===== config.mk =====
export PLATFORM = sky130hd
export DESIGN_NAME = coef_buf_rd_ctrl
export DESIGN_NICKNAME = d
export VERILOG_FILES = /design/src/rtl/coef_buf_rd_ctrl.sv
export SDC_FILE = /design/constraint.sdc
export NUM_CORES = 1
export LEC_CHECK = 0
export ABC_AREA = 1
export CORE_ASPECT_RATIO = 1.75
export CORE_MARGIN = 2
export CORE_UTILIZATION = 51
export CTS_BUF_LIST = sky130_fd_sc_hd__clkbuf_4 sky130_fd_sc_hd__clkbuf_8 sky130_fd_sc_hd__clkbuf_16
export DETAILED_ROUTE_END_ITERATION = 10
export PLACE_DENSITY_LB_ADDON = 0.25
export RECOVER_POWER = 25
export SKIP_LAST_GASP = 1
export SLEW_MARGIN = 20
export SYNTH_ARGS = -nofsm -noshare
export SYNTH_HDL_FRONTEND = slang
export SYNTH_SLANG_ARGS = --single-unit

===== constraint.sdc =====
create_clock -name clk -period 3.9 [get_ports clk]
set_input_delay 0.975 -clock clk [delete_from_list [all_inputs] [get_ports clk]]
set_output_delay 0.975 -clock clk [all_outputs]
set_load 0.005 [all_outputs]

===== src/rtl/coef_buf_rd_ctrl.sv =====
// Read-side controller for the coefficient buffer: streams rows 0..len out of a 1-cycle RAM
// through a 2-entry skid FIFO. Optional coded-block flag is built when COEF_RD_CBF_EN is defined.
module coef_buf_rd_ctrl #(
    parameter int DATA_W = 64,
    parameter int ADDR_W = 5
) (
    input  logic              clk,
    input  logic              rst,
    input  logic              start_i,
    input  logic [ADDR_W-1:0] len_i,
    output logic              b_re_o,
    output logic [ADDR_W-1:0] b_addr_o,
    input  logic [DATA_W-1:0] b_data_i,
    output logic              out_valid_o,
    input  logic              out_ready_i,
    output logic [DATA_W-1:0] out_data_o,
    output logic              out_last_o,
    output logic              busy_o,
    output logic              done_o,
    output logic              cbf_o
);

    typedef enum logic [1:0] {
        ST_IDLE  = 2'd0,
        ST_READ  = 2'd1,
        ST_DRAIN = 2'd2,
        ST_DONE  = 2'd3
    } state_t;

    state_t            r_state;
    logic [ADDR_W-1:0] r_len;
    logic [ADDR_W-1:0] r_rd_addr;
    logic              r_inflight;
    logic              r_inflight_last;
    logic              r_busy;
    logic              r_done;

    logic [DATA_W-1:0] r_fifo_data [2];
    logic              r_fifo_last [2];
    logic              r_wptr;
    logic              r_rptr;
    logic [1:0]        r_cnt;

    logic w_pop;
    logic w_push;
    logic w_credit;
    logic w_re;
    logic w_rd_last;
    logic w_start;
    logic w_drain_done;

    // Credit counts the entry being popped this cycle as already free, so the FIFO never exceeds 2.
    assign w_pop        = (r_cnt != 2'd0) && out_ready_i;
    assign w_push       = r_inflight;
    assign w_credit     = ({1'b0, r_cnt} + {2'b00, r_inflight}) < (3'd2 + {2'b00, w_pop});
    assign w_re         = (r_state == ST_READ) && w_credit;
    assign w_rd_last    = (r_rd_addr == r_len);
    assign w_start      = start_i && !r_busy;
    assign w_drain_done = !r_inflight && ((r_cnt == 2'd0) || ((r_cnt == 2'd1) && w_pop));

    assign b_re_o      = w_re;
    assign b_addr_o    = r_rd_addr;
    assign out_valid_o = (r_cnt != 2'd0);
    assign out_data_o  = r_fifo_data[r_rptr];
    assign out_last_o  = r_fifo_last[r_rptr];
    assign busy_o      = r_busy;
    assign done_o      = r_done;

    // Skid FIFO storage, pointers and occupancy.
    always_ff @(posedge clk) begin
        if (rst) begin
            r_wptr <= 1'b0;
            r_rptr <= 1'b0;
            r_cnt  <= 2'd0;
            for (int i = 0; i < 2; i++) begin
                r_fifo_data[i] <= '0;
                r_fifo_last[i] <= 1'b0;
            end
        end else begin
            if (w_push) begin
                r_fifo_data[r_wptr] <= b_data_i;
                r_fifo_last[r_wptr] <= r_inflight_last;
                r_wptr              <= ~r_wptr;
            end
            if (w_pop) begin
                r_rptr <= ~r_rptr;
            end
            if (w_push && !w_pop) begin
                r_cnt <= r_cnt + 2'd1;
            end else if (!w_push && w_pop) begin
                r_cnt <= r_cnt - 2'd1;
            end else begin
                r_cnt <= r_cnt;
            end
        end
    end

    // Block sequencing FSM with registered busy/done.
    always_ff @(posedge clk) begin
        if (rst) begin
            r_state         <= ST_IDLE;
            r_len           <= '0;
            r_rd_addr       <= '0;
            r_inflight      <= 1'b0;
            r_inflight_last <= 1'b0;
            r_busy          <= 1'b0;
            r_done          <= 1'b0;
        end else begin
            r_inflight      <= w_re;
            r_inflight_last <= w_re && w_rd_last;
            r_done          <= 1'b0;
            case (r_state)
                ST_IDLE, ST_DONE: begin
                    if (w_start) begin
                        r_len     <= len_i;
                        r_rd_addr <= '0;
                        r_busy    <= 1'b1;
                        r_state   <= ST_READ;
                    end else begin
                        r_state <= ST_IDLE;
                    end
                end
                ST_READ: begin
                    // The address parks on the last row instead of wrapping.
                    if (w_re) begin
                        if (w_rd_last) begin
                            r_state <= ST_DRAIN;
                        end else begin
                            r_rd_addr <= r_rd_addr + {{(ADDR_W-1){1'b0}}, 1'b1};
                        end
                    end
                end
                ST_DRAIN: begin
                    if (w_drain_done) begin
                        r_state <= ST_DONE;
                        r_busy  <= 1'b0;
                        r_done  <= 1'b1;
                    end
                end
                default: begin
                    r_state <= ST_IDLE;
                    r_busy  <= 1'b0;
                end
            endcase
        end
    end

`ifdef COEF_RD_CBF_EN
    logic r_cbf_acc;
    logic r_cbf;

    // Coded-block flag: OR of every popped row, published on the done cycle.
    always_ff @(posedge clk) begin
        if (rst) begin
            r_cbf_acc <= 1'b0;
            r_cbf     <= 1'b0;
        end else if (w_start) begin
            r_cbf_acc <= 1'b0;
            r_cbf     <= 1'b0;
        end else begin
            if (w_pop) begin
                r_cbf_acc <= r_cbf_acc | (|out_data_o);
            end
            if ((r_state == ST_DRAIN) && w_drain_done) begin
                r_cbf <= r_cbf_acc | (w_pop & (|out_data_o));
            end
        end
    end

    assign cbf_o = r_cbf;
`else
    assign cbf_o = 1'b0;
`endif

endmodule


======== Word level (Yosys, flattened, before mapping) ========
Memories as Yosys holds them, arrays and structs flattened. A register that Yosys moved wholly into a read port is not among the register bits.
Index checks and enable logic that the tools add are counted.
word-level totals
  flip-flop bits (word level) ............. 20
  memory bits (writable) .................. 130
  input bits .............................. 73
  word-level logic and storage cells ...... 87
  memories kept ........................... 2
memory list
  memory       depth  width  read ports  clocked after memory_dff  wr ports  RTL line  RTL
  r_fifo_data  2      64     1           1                         2         38        logic [DATA_W-1:0] r_fifo_data [2];
  r_fifo_last  2      1      1           1                         2         39        logic r_fifo_last [2];
operators by class
  $add $sub $neg .......................... 5
  order comparisons ....................... 1
  equality and inequality tests ........... 10
  muxes and demuxes ....................... 30
  bitwise gates (word level) .............. 3
  reduce and logical (&&, ||, !) cells .... 26
operator list
  kind                                                             count
  64-bit two-way mux                                               1
  64-bit OR reduction                                              1
  1-bit two-way mux                                                18
  5-bit two-way mux                                                3
  2-bit two-way mux                                                5
  2-bit != test, second input constant                             5
  5-bit one-hot mux with 2 select lines                            1
  1-bit logical AND                                                8
  2-bit nonzero test                                               4
  2-bit one-hot mux with 3 select lines                            1
  3-bit AND reduction                                              2
  5-bit by 1-bit adder with 5-bit output, second input constant    1
  5-bit == test                                                    1
  2-bit by 1-bit == test with 1-bit output, second input constant  2
  2-bit == test, second input constant                             2
  2-bit logical NOT                                                2
  4-bit AND reduction                                              1
  2-bit OR reduction                                               2
  2-bit by 1-bit adder with 3-bit output                           1
  2-bit by 1-bit adder with 3-bit output, first input constant     1
  1-bit logical NOT                                                3
  3-bit < comparator                                               1
  1-bit NOT                                                        3
  2-bit by 1-bit adder with 2-bit output, second input constant    1
  other kinds (5)                                                  5

======== Logic depth before layout (Yosys ltp) ========
  depth in word-level cells ............... 7
  mapped depth ............................ 11
  depth with buffers taken out ............ 11

======== Worst setup path before layout ========
OpenSTA, ideal clock, no wires.
  kind .................................... input-to-reg
  start point ............................. input port rst
  end point ............................... memory r_fifo_data[1][0], enable pin
  data arrival time ....................... 3,009 ps
  required time ........................... 3,475 ps
  setup slack ............................. 467 ps
  stages on the path ...................... 6
  cells stage by stage .................... buf_6 -> inv_2 -> nand3_1 -> buf_2 -> buf_2 -> nand2_1
RTL lines
  what                RTL line  RTL
  start: declaration  8         input logic rst,
  end: declaration    38

======== Worst setup path in the final report ========
  start point ............................. input port out_ready_i
  end point ............................... output port b_re_o
on the way
  cells in the longest elaborated chain, start to end .. 4
ends and longest elaborated chain
  what                                    RTL line  RTL
  start: declaration                      15        input logic out_ready_i,
  1-bit logical AND                       53        assign w_pop = (r_cnt != 2'd0) && out_ready_i;
  2-bit by 1-bit adder with 3-bit output  55        assign w_credit = ({1'b0, r_cnt} + {2'b00, r_inflight}) < (3'd2 + {2'b00, w_pop});
  3-bit < comparator                      55
  1-bit logical AND                       56        assign w_re = (r_state == ST_READ) && w_credit;
  end: declaration                        11        output logic b_re_o,
Every way passes these cells.

==> impl_metrics.py <==
metrics = {
    "outcome": {
        "outcome": "complete, no violations",
    },
    "clock_tree": {
        "cts_max_path_buffers": 2,
        "clock_latency_ns": 0.41,
        "cts_resized": 0,
        "cts_root_buf": "sky130_fd_sc_hd__clkbuf_16",
        "htree_num_levels": 4,
        "numCtsBuffers": 17,
        "cts.hold.buffers_added": 0,
        "numClockSinks": 151,
        "clkSlewWorstSetupHoldPaths_ns": 0.06,
        "cts_post_setup_buffers_inserted": 0,
        "cts_tree": "done",
    },
    "power": {
        "total_leakage_power_nw": 3.68,
        "cellPowerDensity_mw_per_mm2": 572,
        "irDropWorstVdd_v": 0.000382,
    },
    "placed_design": {
        "port-buffer-count": 146,
        "dp_hpwl_mm": 9.16,
        "globalplace.congestion": 0.805,
        "post-place-cells": 873,
    },
    "run": {
        "drv_cap": 0,
    },
    "grt": {
        "grt_pass1_wl_mm": 21.8,
        "grt_antenna_before_repair": 0,
        "grt_start_max_net_pins": 67,
        "first_global_vias": 4722,
        "grt.total_usage_pct": 20.1,
        "grt-ovfl-total": 0,
    },
    "sta": {
        "setup-tns-final_ns": 0,
        "slew_headroom_pct": 37.8,
        "min_period_ns": 3.41,
        "post-route-period-util_pct": 87.5,
        "setup-violations-final": 0,
        "hold_violations": 0,
        "timing_worst_slew_pin_value_ns": 0.933,
        "max_freq_ghz": 0.293,
        "finClkSkew_ns": 0.00756,
        "maxSlewViolCount": 0,
        "grt_setup_unrepaired": "false",
    },
    "hold_path": {
        "hold_path.class": "register to register",
    },
    "detailed_routing": {
        "vias": 4556,
        "drtAntennaViolNets": 0,
        "wl_per_cell_um": 15.4,
        "drt_drc_violations_left": 0,
        "vias_per_cell": 5.03,
        "routed_wirelength_mm": 13.9,
        "drt_iter0_markers": 321,
        "first_pass_iteration_count_of_the_detailed_router": 4,
    },
    "yosys": {
        "netlist_instances": 576,
        "yosysMostFrequentCell": "sky130_fd_sc_hd__nor2_1",
        "yosys.area.top_type_share_pct": 58.5,
        "postSynthNetCount": 657,
        "mappedNetlistArea_mm2": 0.00668,
        "synth.cells.most_frequent": "149 x sky130_fd_sc_hd__nor2_1, 130 x sky130_fd_sc_hd__edfxtp_1, 82 x sky130_fd_sc_hd__inv_1, 65 x sky130_fd_sc_hd__mux2_2, 27 x sky130_fd_sc_hd__nand2_1",
        "post_synth.cell_area_avg_um2": 11.6,
        "yosys_register_bits": 151,
        "synth_edf_count": 130,
        "synth_largest_area_cell": "sky130_fd_sc_hd__edfxtp_1",
        "synth.area.top_cells": "sky130_fd_sc_hd__edfxtp_1 58%, sky130_fd_sc_hd__mux2_2 11%, sky130_fd_sc_hd__nor2_1 8.4%",
        "synth-async-reset-ratio_pct": 0,
        "synth.yosys.seq_area_share_pct": 64.8,
        "leading_register_cell_type_out_of_synthesis": "sky130_fd_sc_hd__edfxtp_1",
        "ys_types": 34,
        "total_number_of_yosys_warnings": 0,
    },
    "critical_path": {
        "cp_slowest_cell": "sky130_fd_sc_hd__dlygate4sd3_1",
        "worstPathCellList": "dlygate4sd3_1 > nand3_1 > nand2_1 > nand2_1 > nor2_1 > clkdlybuf4s50_1",
        "worstSetupPathType": "input port to primary output",
        "cp_top_family": "buffers and inverters",
        "setup.worst_path.start_class": "input port",
        "path_common_cell": "sky130_fd_sc_hd__nand2_1",
        "crit_path_end_kind": "primary output",
        "crit_buf_inv": 2,
        "critical_path.max_fanout": 5,
        "cp_data_required_time_ns": 2.92,
        "slowest_delay_ns": 0.57,
        "crit_arrival_ns": 2.44,
    },
    "floorplanning": {
        "core_area_mm2": 0.0129,
        "die_w_um": 90.5,
        "floorplan.io_pins": 148,
        "die_area_mm2": 0.0141,
        "starting_density_of_the_core_pct": 51.9,
        "rows": 55,
        "die_y_um": 155,
    },
    "finish": {
        "antenna_cells": 0,
        "final_net_count": 802,
        "syn_to_final_growth_pct": 32.5,
        "final_cells": 905,
        "drive_above_1_share_pct": 17.0,
    },
}
[worst paths after layout]
kind	depth (start not counted)	end	slack (ns)	start
worst max-delay path	6	b_re_o	0.49	out_ready_i
worst min-delay path	2	r_len[2]	0.49	r_len[2]
worst max register to register	10	b_addr_o[3]	1.88	r_state[1]
worst min register to register	2	r_len[2]	0.49	r_len[2]
[registers in the layout, indices dropped and copies added (netlist names), named ones only]
signal and flops:
r_wptr 1, r_rptr 1, r_inflight_last 1, r_state 2, done_o 1, r_len 5, r_inflight 1, r_cnt 2
r_fifo_data 128, busy_o 1, r_fifo_last 2, b_addr_o 5
[through the flow]
stage / cell area, um2 / setup slack [ns] / power, W / hold WS (ns) / utilization (%)
floorplan: 6680 / 0.467 / 0.00292 / 0.443 / -
global placement: 8320 / 0.581 / 0.00357 / 0.458 / 64.6
detailed placement: 8320 / 0.571 / 0.00361 / 0.474 / 64.6
CTS: 8880 / 0.559 / 0.00514 / 0.489 / 69.0
global route: 8850 / 0.405 / 0.00529 / 0.513 / 68.7
finish: 8850 / 0.487 / 0.00506 / 0.489 / 68.7
[tightest hold or removal path: cells and delay by family (launching register included)]
family                 cells  cell delay, ns
DFF                        1            0.32
buffers and inverters      1            0.07
AOI/OAI and AO/OA          1            0.06
[final cells by class]
class / instances / area [um2]
Multi-Input combinational cell: 310 / 1880
Timing Repair Buffer: 151 / 1520
Sequential cell: 151 / 4330
Inverter: 90 / 338
Clock buffer: 17 / 425
Tap cell: 171 / 214
Clock inverter: 15 / 136
Fill cell: 963 / 4020
[cell usage in the layout, fill, tap and decap left out, types with 2 or more instances in the layout]
master                            netlist  layout
sky130_fd_sc_hd__inv_1                 82      84
sky130_fd_sc_hd__ha_1                   8       8
sky130_fd_sc_hd__inv_2                  8       6
sky130_fd_sc_hd__nand2_4                0       2
sky130_fd_sc_hd__o21ai_0                8       8
sky130_fd_sc_hd__inv_6                  0       5
sky130_fd_sc_hd__nor3_1                 2       3
sky130_fd_sc_hd__nand3_1               14      13
sky130_fd_sc_hd__edfxtp_1             130     130
sky130_fd_sc_hd__a21oi_1               10      11
sky130_fd_sc_hd__buf_12                 0       2
sky130_fd_sc_hd__nand2_1               27      26
sky130_fd_sc_hd__inv_8                  0       2
sky130_fd_sc_hd__clkdlybuf4s50_1        0     137
sky130_fd_sc_hd__nand3_2                1       2
sky130_fd_sc_hd__mux2_2                65      65
sky130_fd_sc_hd__xor2_1                 2       2
sky130_fd_sc_hd__clkinv_4               0       4
sky130_fd_sc_hd__clkinvlp_4             0       2
sky130_fd_sc_hd__buf_4                  1       2
sky130_fd_sc_hd__nand2_2                8       7
sky130_fd_sc_hd__dfxtp_1               21      20
sky130_fd_sc_hd__nor2_1               149     149
sky130_fd_sc_hd__clkbuf_16              0      17
sky130_fd_sc_hd__xnor2_1                2       2
sky130_fd_sc_hd__dlygate4sd3_1          0       9
[power by group]
| group | total [W] | switching [W] | leakage [nW] | internal, W |
|---|---|---|---|---|
| combinational | 0.00152 | 0.000719 | 1.89 | 0.000800 |
| sequential | 0.00202 | 0.0000847 | 1.52 | 0.00193 |
| clock | 0.00152 | 0.000684 | 0.269 | 0.000838 |
[cells by family after synthesis]
| kind of cell | Yosys count | share of synthesized area (%) |
|---|---|---|
| AO/OA/AOI/OAI | 23 | 2.04 |
| XOR/XNOR | 4 | 0.525 |
| adder cells (fa/ha/maj) | 8 | 1.50 |
| buffers and inverters | 115 | 7.06 |
| flip-flops | 151 | 64.8 |
| multiplexers | 65 | 11.0 |
| other | 1 | 0.0562 |
| AND/OR/NAND/NOR | 209 | 13.1 |
[routing by layer]
| layer | global-route usage [%] | up-vias | share of wire, % |
|---|---|---|---|
| li1 | - | 2180 | - |
| met1 | 19.6 | 2234 | 37 |
| met2 | 38.7 | 120 | 56 |
| met3 | 4.94 | 22 | 4.3 |
| met4 | 9.96 | 0 | 2.4 |
| met5 | 0 | - | 0 |
Power figures use the tool's default switching activity.
